**src/rtl/parking_pkg.sv**
```systemverilog
// Shared types and constants for the parking gate controller.
package parking_pkg;

   typedef enum logic [2:0] {
      S_IDLE,
      S_CHECK,
      S_OPEN,
      S_EVENT,
      S_CLOSE,
      S_REJECT
   } gate_state_e;

   localparam int OPEN_HOUR_DEFAULT = 8;
   localparam int UNI_CAPACITY      = 500;
   localparam int GEN_CAPACITY      = 200;

endpackage

```
**src/rtl/parking_gate_fsm.sv**
```systemverilog
// One barrier sequencer; IS_ENTRY selects admission checks or free exit.
// Optional open timeout is built when GATE_TIMEOUT_EN is defined.
module parking_gate_fsm
   import parking_pkg::*;
#(
   parameter bit IS_ENTRY       = 1'b1,
   parameter int TIMEOUT_CYCLES = 1000,
   parameter int OPEN_HOUR      = OPEN_HOUR_DEFAULT
) (
   input  logic       clk,
   input  logic       rst_n,
   input  logic [4:0] i_current_hour,
   input  logic       i_request,
   input  logic       i_is_uni,
   input  logic       i_pass,
   input  logic       i_uni_vacant,
   input  logic       i_vacant,
   input  logic       i_granted,
   output logic       o_open,
   output logic       o_is_uni,
   output logic       o_denied,
   output logic       o_evt_req,
   output logic       o_timeout_hit
);

   gate_state_e r_state;
   logic        r_open;
   logic        r_is_uni;
   logic        r_denied;
   logic        w_admit;
   logic        w_to;

   assign w_admit = (i_current_hour >= 5'(OPEN_HOUR)) &&
                    (i_vacant || (r_is_uni && i_uni_vacant));

   // Asks the arbiter for a strobe in the cycle we will spend in EVENT.
   assign o_evt_req = ((r_state == S_OPEN) && i_pass) ||
                      ((r_state == S_EVENT) && !i_granted);

`ifdef GATE_TIMEOUT_EN
   localparam int TW = ($clog2(TIMEOUT_CYCLES) > 10) ?
                       $clog2(TIMEOUT_CYCLES) : 10;
   localparam logic [TW-1:0] T_LAST = TW'(TIMEOUT_CYCLES - 1);

   logic [TW-1:0] r_timer;

   assign w_to = (r_state == S_OPEN) && !i_pass && (r_timer == T_LAST);
`else
   assign w_to = 1'b0;
`endif

   always_ff @(posedge clk or negedge rst_n) begin
      if (!rst_n) begin
         r_state  <= S_IDLE;
         r_open   <= 1'b0;
         r_is_uni <= 1'b0;
         r_denied <= 1'b0;
`ifdef GATE_TIMEOUT_EN
         r_timer  <= '0;
`endif
      end else begin
         r_denied <= 1'b0;
         unique case (r_state)
            S_IDLE: begin
               if (i_request) begin
                  r_is_uni <= i_is_uni;
                  r_state  <= S_CHECK;
               end
            end
            S_CHECK: begin
               if (!IS_ENTRY || w_admit) begin
                  r_state <= S_OPEN;
                  r_open  <= 1'b1;
`ifdef GATE_TIMEOUT_EN
                  r_timer <= '0;
`endif
               end else begin
                  r_denied <= 1'b1;
                  r_state  <= S_REJECT;
               end
            end
            S_OPEN: begin
               if (i_pass) begin
                  r_state <= S_EVENT;
                  r_open  <= 1'b0;
               end else if (w_to) begin
                  r_state <= S_CLOSE;
                  r_open  <= 1'b0;
               end
`ifdef GATE_TIMEOUT_EN
               else if (r_timer != '1) begin
                  r_timer <= r_timer + 1'b1;
               end
`endif
            end
            S_EVENT: begin
               if (i_granted) r_state <= S_CLOSE;
            end
            S_CLOSE: begin
               if (!i_request && !i_pass) r_state <= S_IDLE;
            end
            S_REJECT: begin
               if (!i_request) r_state <= S_IDLE;
            end
            default: r_state <= S_IDLE;
         endcase
      end
   end

   assign o_open        = r_open;
   assign o_is_uni      = r_is_uni;
   assign o_denied      = r_denied;
   assign o_timeout_hit = w_to;

endmodule

```
**src/rtl/parking_gate_controller.sv**
```systemverilog
// Entry/exit barrier pair with a shared event arbiter (exit has priority).
// Open timeout is present only when GATE_TIMEOUT_EN is defined.
module parking_gate_controller
   import parking_pkg::*;
#(
   parameter int TIMEOUT_CYCLES = 1000,
   parameter int OPEN_HOUR      = OPEN_HOUR_DEFAULT
) (
   input  logic       clk,
   input  logic       rst_n,
   input  logic [4:0] i_current_hour,
   input  logic       i_entry_request,
   input  logic       i_entry_is_uni,
   input  logic       i_entry_pass,
   input  logic       i_exit_request,
   input  logic       i_exit_is_uni,
   input  logic       i_exit_pass,
   input  logic       i_uni_is_vacated_space,
   input  logic       i_is_vacated_space,
   output logic       o_entry_open,
   output logic       o_exit_open,
   output logic       o_car_entered,
   output logic       o_car_exited,
   output logic       o_is_uni_car_entered,
   output logic       o_is_uni_car_exited,
   output logic       o_entry_denied,
   output logic       o_gate_timeout
);

   logic w_ent_evt;
   logic w_ext_evt;
   logic w_ent_to;
   logic w_ext_to;
   logic w_ent_grant;
   logic r_car_entered;
   logic r_car_exited;
   logic r_gate_timeout;

   parking_gate_fsm #(
      .IS_ENTRY       (1'b1),
      .TIMEOUT_CYCLES (TIMEOUT_CYCLES),
      .OPEN_HOUR      (OPEN_HOUR)
   ) u_entry (
      .clk            (clk),
      .rst_n          (rst_n),
      .i_current_hour (i_current_hour),
      .i_request      (i_entry_request),
      .i_is_uni       (i_entry_is_uni),
      .i_pass         (i_entry_pass),
      .i_uni_vacant   (i_uni_is_vacated_space),
      .i_vacant       (i_is_vacated_space),
      .i_granted      (r_car_entered),
      .o_open         (o_entry_open),
      .o_is_uni       (o_is_uni_car_entered),
      .o_denied       (o_entry_denied),
      .o_evt_req      (w_ent_evt),
      .o_timeout_hit  (w_ent_to)
   );

   parking_gate_fsm #(
      .IS_ENTRY       (1'b0),
      .TIMEOUT_CYCLES (TIMEOUT_CYCLES),
      .OPEN_HOUR      (OPEN_HOUR)
   ) u_exit (
      .clk            (clk),
      .rst_n          (rst_n),
      .i_current_hour (i_current_hour),
      .i_request      (i_exit_request),
      .i_is_uni       (i_exit_is_uni),
      .i_pass         (i_exit_pass),
      .i_uni_vacant   (i_uni_is_vacated_space),
      .i_vacant       (i_is_vacated_space),
      .i_granted      (r_car_exited),
      .o_open         (o_exit_open),
      .o_is_uni       (o_is_uni_car_exited),
      .o_denied       (),
      .o_evt_req      (w_ext_evt),
      .o_timeout_hit  (w_ext_to)
   );

   // An entry strobe waits a cycle whenever an exit strobe is due.
   assign w_ent_grant = w_ent_evt && !w_ext_evt;

   always_ff @(posedge clk or negedge rst_n) begin
      if (!rst_n) begin
         r_car_entered  <= 1'b0;
         r_car_exited   <= 1'b0;
         r_gate_timeout <= 1'b0;
      end else begin
         r_car_entered  <= w_ent_grant;
         r_car_exited   <= w_ext_evt;
         r_gate_timeout <= w_ent_to | w_ext_to;
      end
   end

   assign o_car_entered  = r_car_entered;
   assign o_car_exited   = r_car_exited;
   assign o_gate_timeout = r_gate_timeout;

endmodule

```
**config.mk**
```make
export PLATFORM = sky130hd
export DESIGN_NAME = parking_gate_controller
export DESIGN_NICKNAME = d
export VERILOG_FILES = /design/src/rtl/parking_pkg.sv /design/src/rtl/parking_gate_fsm.sv /design/src/rtl/parking_gate_controller.sv
export SDC_FILE = /design/constraint.sdc
export NUM_CORES = 1
export LEC_CHECK = 0
export ABC_CLOCK_PERIOD_IN_PS = 1500
export BUFFER_PORTS_ARGS = -buffer_cell sky130_fd_sc_hd__buf_2
export CAP_MARGIN = 15
export CORE_MARGIN = 2
export CORE_UTILIZATION = 46
export CTS_CLUSTER_SIZE = 8
export DETAILED_ROUTE_END_ITERATION = 7
export GPL_ROUTABILITY_DRIVEN = 0
export MAX_ROUTING_LAYER = met4
export PLACE_DENSITY = 0.73
export SYNTH_ARGS = -nofsm -noshare
export SYNTH_HDL_FRONTEND = slang
export SYNTH_SLANG_ARGS = --single-unit
```
**constraint.sdc**
```tcl
create_clock -name clk -period 1.5 [get_ports clk]
set_clock_uncertainty 0.05 [all_clocks]
set_input_delay 0 -clock clk [delete_from_list [all_inputs] [get_ports clk]]
set_output_delay 0 -clock clk [all_outputs]
set_load 0.05 [all_outputs]
```
## Word level (Yosys, flattened, before mapping)

Index checks and enable logic that the tools add are counted.

| operators by class | value |
|---|---|
| order comparisons | 1 |
| equality and inequality tests | 21 |
| mux-type cells | 20 |
| reduce and logical (&&, ||, !) cells | 29 |

Operator list:

| operator | number |
|---|---|
| one-hot mux 3 bit (6 select lines) | 2 |
| two-way mux 3 bit | 11 |
| != test 2 bit, second input constant | 8 |
| equality test 3 x 2 -> 1 bit, second input constant | 4 |
| equality test 3 bit, second input constant | 4 |
| AND reduction 5 bit | 2 |
| logical AND 1 bit | 9 |
| zero test 1 bit | 7 |
| equality test 3 x 1 -> 1 bit, second input constant | 2 |
| zero test 3 bit | 2 |
| != test 2 x 1 -> 1 bit, second input constant | 3 |
| AND reduction 2 bit | 3 |
| >= comparator 5 x 4 -> 1 bit, second input constant | 1 |
| two-way mux 1 bit | 5 |
| one-hot mux 1 bit (2 select lines) | 2 |
| nonzero test 2 bit | 2 |
| logical OR 1 bit | 3 |
| AND reduction 3 bit | 1 |

| storage, ports and cells | value |
|---|---|
| flip-flop bits (word level) | 13 |
| input port bits | 15 |
| output and inout bits | 8 |
| word-level logic and storage cells | 80 |

## Longest topological paths before layout

| depth | value |
|---|---|
| depth after elaboration | 5 |
| gate-level depth with buffers | 4 |
| mapped depth without buffers | 3 |

## Modules after synthesis

A second synthesis with hierarchy kept.

| second synthesis, totals | value |
|---|---|
| cell total of the unflattened synthesis | 69 |
| area, all modules | 699.4 um^2 |

By module, submodules not included:

| module | instances | cells an instance | area each (um^2) | sequential area each (um^2) |
|---|---|---|---|---|
| parking_gate_fsm at u_entry | 1 | 33 | 319.1 | 150.1 |
| parking_gate_fsm at u_exit | 1 | 31 | 292.8 | 125.1 |
| parking_gate_controller | 1 | 5 | 87.6 | 75.1 |

## Worst setup path after synthesis

Ideal clock, no wire load.

| path | value |
|---|---|
| kind | register to register |
| from | register u_entry.r_is_uni (netlist: u_entry.o_is_uni) |
| to | register u_entry.r_state[2] |
| library setup time | 143 ps |
| arrival | 1124 ps |
| required time | 1307 ps |
| slack | 183 ps |
| stages on the path, launching flop included | 4 |
| buffers on the path | 0 |
| clock period less this slack | 1317 ps |
| cells stage by stage | dfrtp_1 > a21oi_1 > o211ai_1 > o311ai_1 |

| on the way | value |
|---|---|
| cells in the longest elaborated chain, start to end | 5 |

RTL lines:

| what | line | text |
|---|---|---|
| from (decl) | parking_gate_fsm.sv:28 | `logic r_is_uni;` |
| from (signal assigned) | parking_gate_fsm.sv:66 | `r_is_uni <= i_is_uni;` |
| logical AND 1 bit | parking_gate_fsm.sv:34 | `(i_vacant \|\| (r_is_uni && i_uni_vacant));` |
| logical OR 1 bit | parking_gate_fsm.sv:34 |  |
| logical AND 1 bit | parking_gate_fsm.sv:33 | `assign w_admit = (i_current_hour >= 5'(OPEN_HOUR)) &&` |
| two-way mux 3 bit | parking_gate_fsm.sv:71 | `if (!IS_ENTRY \|\| w_admit) begin` |
| one-hot mux 3 bit (6 select lines) | parking_gate_fsm.sv:63 | `unique case (r_state)` |
| to (signal assigned) | parking_gate_fsm.sv:67 | `r_state <= S_CHECK;` |
| to (signal assigned) | parking_gate_fsm.sv:72 | `r_state <= S_OPEN;` |
| to (signal assigned) | parking_gate_fsm.sv:79 | `r_state <= S_REJECT;` |
| to (decl) | parking_gate_fsm.sv:26 | `gate_state_e r_state;` |

Every way passes these cells.
A chain may end at the register's enable or synchronous reset.

## Worst setup path in the final report

| path | value |
|---|---|
| from | register u_exit.r_state[2] |
| to | register u_exit.r_is_uni (netlist: u_exit.o_is_uni) |

| on the way | value |
|---|---|
| cells in the longest elaborated chain, start to end | 2 |

RTL lines:

| what | line | text |
|---|---|---|
| from (decl) | parking_gate_fsm.sv:26 |  |
| from (signal assigned) | parking_gate_fsm.sv:54 | `r_state <= S_IDLE;` |
| from (signal assigned) | parking_gate_fsm.sv:67 |  |
| from (signal assigned) | parking_gate_fsm.sv:72 |  |
| zero test 3 bit | parking_gate_fsm.sv:63 |  |
| AND reduction 2 bit (no line) | n/a |  |
| to (signal assigned) | parking_gate_fsm.sv:66 |  |
| to (decl) | parking_gate_fsm.sv:28 |  |

Every way passes these cells.

==> run summary <==
After routing the design area is 825 sq um. TritonCTS created 3 clock buffers. Number of buffers inserted by post-CTS setup repair: 0. The count of fill cells added during filler insertion is 106. The via count of the first global-routing pass was 461; the largest fanout on the critical path was 7. The logs give 0 for the total global routing overflow and 14 for the largest net degree at the start of global routing. The initialized floorplan defines 13 standard-cell rows.

The most critical setup path has its startpoint at u_exit.r_state[2]$_DFFE_PN0P_. Clock root buffer master: clkbuf_4. Once detail routing completed, the nets flagged for antenna violations numbered 0.

For this design the static power due to leakage is 0.417 nW. The tools report the number of nets in the finished design as 103. Using the TritonRoute via totals, the vias-per-cell ratio works out to 5.18. The flow ran to the end, and the final reports show no timing, DRC or antenna violations. The count of antenna diodes in the layout was 0; the overall track demand over capacity in global routing was 19.8%. The synthesized cell area is 642 sq um, and the effective utilization at floorplan is 49.3%. For the final total power, the log shows 1.77 mW.

The worst register-to-register path ends at u_exit.o_is_uni$_DFFE_PN0P_. The number of max-cap violations is 0, and the highest attainable clock frequency is 0.794 GHz. Counting along the longest clock path gives a buffer depth of 2. The tools report the number of warnings reported in the yosys synthesis log as 0.

In this run the worst hold path is classified as in2reg. In the final routed layout, each cell accounts on average for 12.4 microns. The number of nets in the synthesized netlist was 76.

The post-synthesis area per instance came out at 10.5 sq um. The worst setup path category is reg2reg. The initial DRC count came out at 7. Synthesis handed over a netlist of 61 instances. The worst hold slack across all endpoints was 0.0115 ns.

The peak ir drop on the vdd network is 1.21 mV, and the power density over the cells is 2150 nW/um^2. The tools report the capturing element type of the critical path as a register. Summing the sequential cell areas from Yosys gives 50.7% of the chip area.

Clock latency on the worst-skew pair, taken at its later pin, is 0.28 ns. The setup slack of the worst register-to-register path was 0.24 ns; the number of buffers inserted by port buffering was 18. The worst path uses 84.0% of the clock period. The number of H-tree levels was 1. The run gives 0 as the number of design rule violations left after detail routing. TritonCTS built the clock tree.

After clock tree synthesis, the clock-pin slew on the worst setup and hold paths is 0.07 ns. STA puts the critical path data required time at 1.61 ns. CTS saw 13 sinks. Measured in cells, the most critical reg-to-reg path has a length of 2. The core area was 1300 sq um. The total I/O pin count is 23, and the vertical extent of the die is 41.4 microns. The first global-routing pass estimated 2020 microns of wire.

The total number of vias was 528. The smallest clock period supported by the final layout is computed as 1.26 ns. Setup violations remaining at the end of the flow were counted as 0. The finished layout holds 102 standard cells, fillers aside. The standard cell area after detailed placement was 738 sq um.

The synthesized design contains 13 register bits. The tools report the capturing instance or port of the critical path as u_exit.o_is_uni$_DFFE_PN0P_. Compared with the post-synthesis result, the final layout area differs by 28.5%. The first detailed-routing pass took 3 iterations. The logs give 0 ns for the setup TNS and 0 for the initial antenna violation count. The number of hold violations in the final report is 0.

The post-placement cell count is 92. The netlist uses 29 different library cells. Data on the critical path arrives at its endpoint at 1.37 ns. Summed over all layers, the routed wires come to 1260 microns.

The die outline area was 1710 sq um. Setup repair after global routing left no endpoint under its margin. For the final number of max-transition violations, the log shows 0.

Cells with a size suffix above 1 make up 32.2% of the layout. STA classifies the critical path startpoint as a register. In this run the critical register-to-register path is launched from u_exit.r_state[2]$_DFFE_PN0P_.

The floorplan die width works out to 41.4 microns.
worst max-delay path, stage by stage, from the launching register on:
cell	delay (ns)
dfrtp_1	0.45
nor4b_2	0.30
mux2_1	0.34
how the worst min path moves through the flow:
stage / from / endpoint / depth (start not counted)
6_report: i_exit_pass / o_car_exited$_DFF_PN0_ / 3
5_1_grt: i_exit_pass / o_car_exited$_DFF_PN0_ / 3
4_1_cts: i_exit_pass / o_car_exited$_DFF_PN0_ / 3
3_5_place_dp: rst_n / u_exit.o_is_uni$_DFFE_PN0P_ / 1
3_3_place_gp: rst_n / u_exit.o_is_uni$_DFFE_PN0P_ / 1
2_1_floorplan: rst_n / o_car_entered$_DFF_PN0_ / 0
layout by cell type (no fill, tap or decap), drive strengths merged, types with 2 or more instances in the layout:
cell / instances
a21oi: 3
buf: 18
clkbuf: 4
dfrtp: 13
dlygate4sd3: 6
inv: 6
mux2: 2
mux2i: 2
nand2: 2
nand2b: 2
nand3b: 2
nand4: 2
nor2: 8
o211ai: 3
o21ai: 2
synthesized netlist by cell type (all sizes together):
library cell | count | area share (%)
dfrtp | 13 | 51
nor2 | 8 | 5.8
inv | 6 | 3.5
a21oi | 3 | 2.3
o211ai | 3 | 3.5
buf | 2 | 1.9
mux2 | 2 | 4.1
mux2i | 2 | 3.1
nand2 | 2 | 1.2
nand2b | 2 | 1.9
nand3b | 2 | 2.9
nand4 | 2 | 1.9
o21ai | 2 | 1.6
a21o | 1 | 1.2
a31o | 1 | 1.4
a31oi | 1 | 0.98
a32o | 1 | 1.6
and2b | 1 | 1.4
conb | 1 | 0.58
nor2b | 1 | 0.98
nor3 | 1 | 0.78
nor3b | 1 | 1.9
nor4b | 1 | 2.3
o22ai | 1 | 0.98
o311ai | 1 | 1.4
per-layer routing:
layer  track usage, %  up-vias  wire [microns]
met5                -        -               0
met4             9.68        0              35
met3             7.98        4              54
li1                 -      267               -
met1             26.9      245             595
met2             25.4       12             577
state kept, by name, summed over array words and instances (netlist names):
signal / cells
u_entry.o_is_uni: 1
u_entry.o_open: 1
o_car_entered: 1
u_entry.o_denied: 1
o_car_exited: 1
u_entry.r_state: 3
u_exit.o_is_uni: 1
u_exit.o_open: 1
u_exit.r_state: 3
cell type report:
class                      count  area (sq um)  area share [%]
sequential                    13           325            39.5
multi-input combinational     40           282            34.1
timing repair buffer          24           150            18.2
clock buffer                   4          26.3            3.19
inverter                       6          22.5            2.73
tap                           15          18.8            2.28
per-stage QoR:
step | utilization (%) | worst slack (ns)
finish | 63.4 | 0.240
global route | 63.4 | 0.166
CTS | 63.4 | 0.209
detailed placement | 56.7 | 0.226
global placement | 56.7 | 0.234
floorplan | - | 0.183
timing repair:
item / 4_1_cts / 5_1_grt
gates resized for setup: 0 / 0
hold endpoints to repair: 18 / 0
hold buffers: 6 / 0
cells by family (layout without fill, tap and decap cells):
family	after synthesis	after routing	synth area share, %
multiplexers	4	4	7.21
buffers and inverters	8	34	5.46
other	1	1	0.584
flip-flops	13	13	50.7
AND/OR/NAND/NOR	21	21	21.2
AO/OA/AOI/OAI	14	14	14.8
report_power, final:
group	switching (mW)	total, mW	internal (mW)
clock network	0.116	0.219	0.103
registers	0.176	0.685	0.509
logic	0.551	0.868	0.316
(Power assumes the default switching activity.)
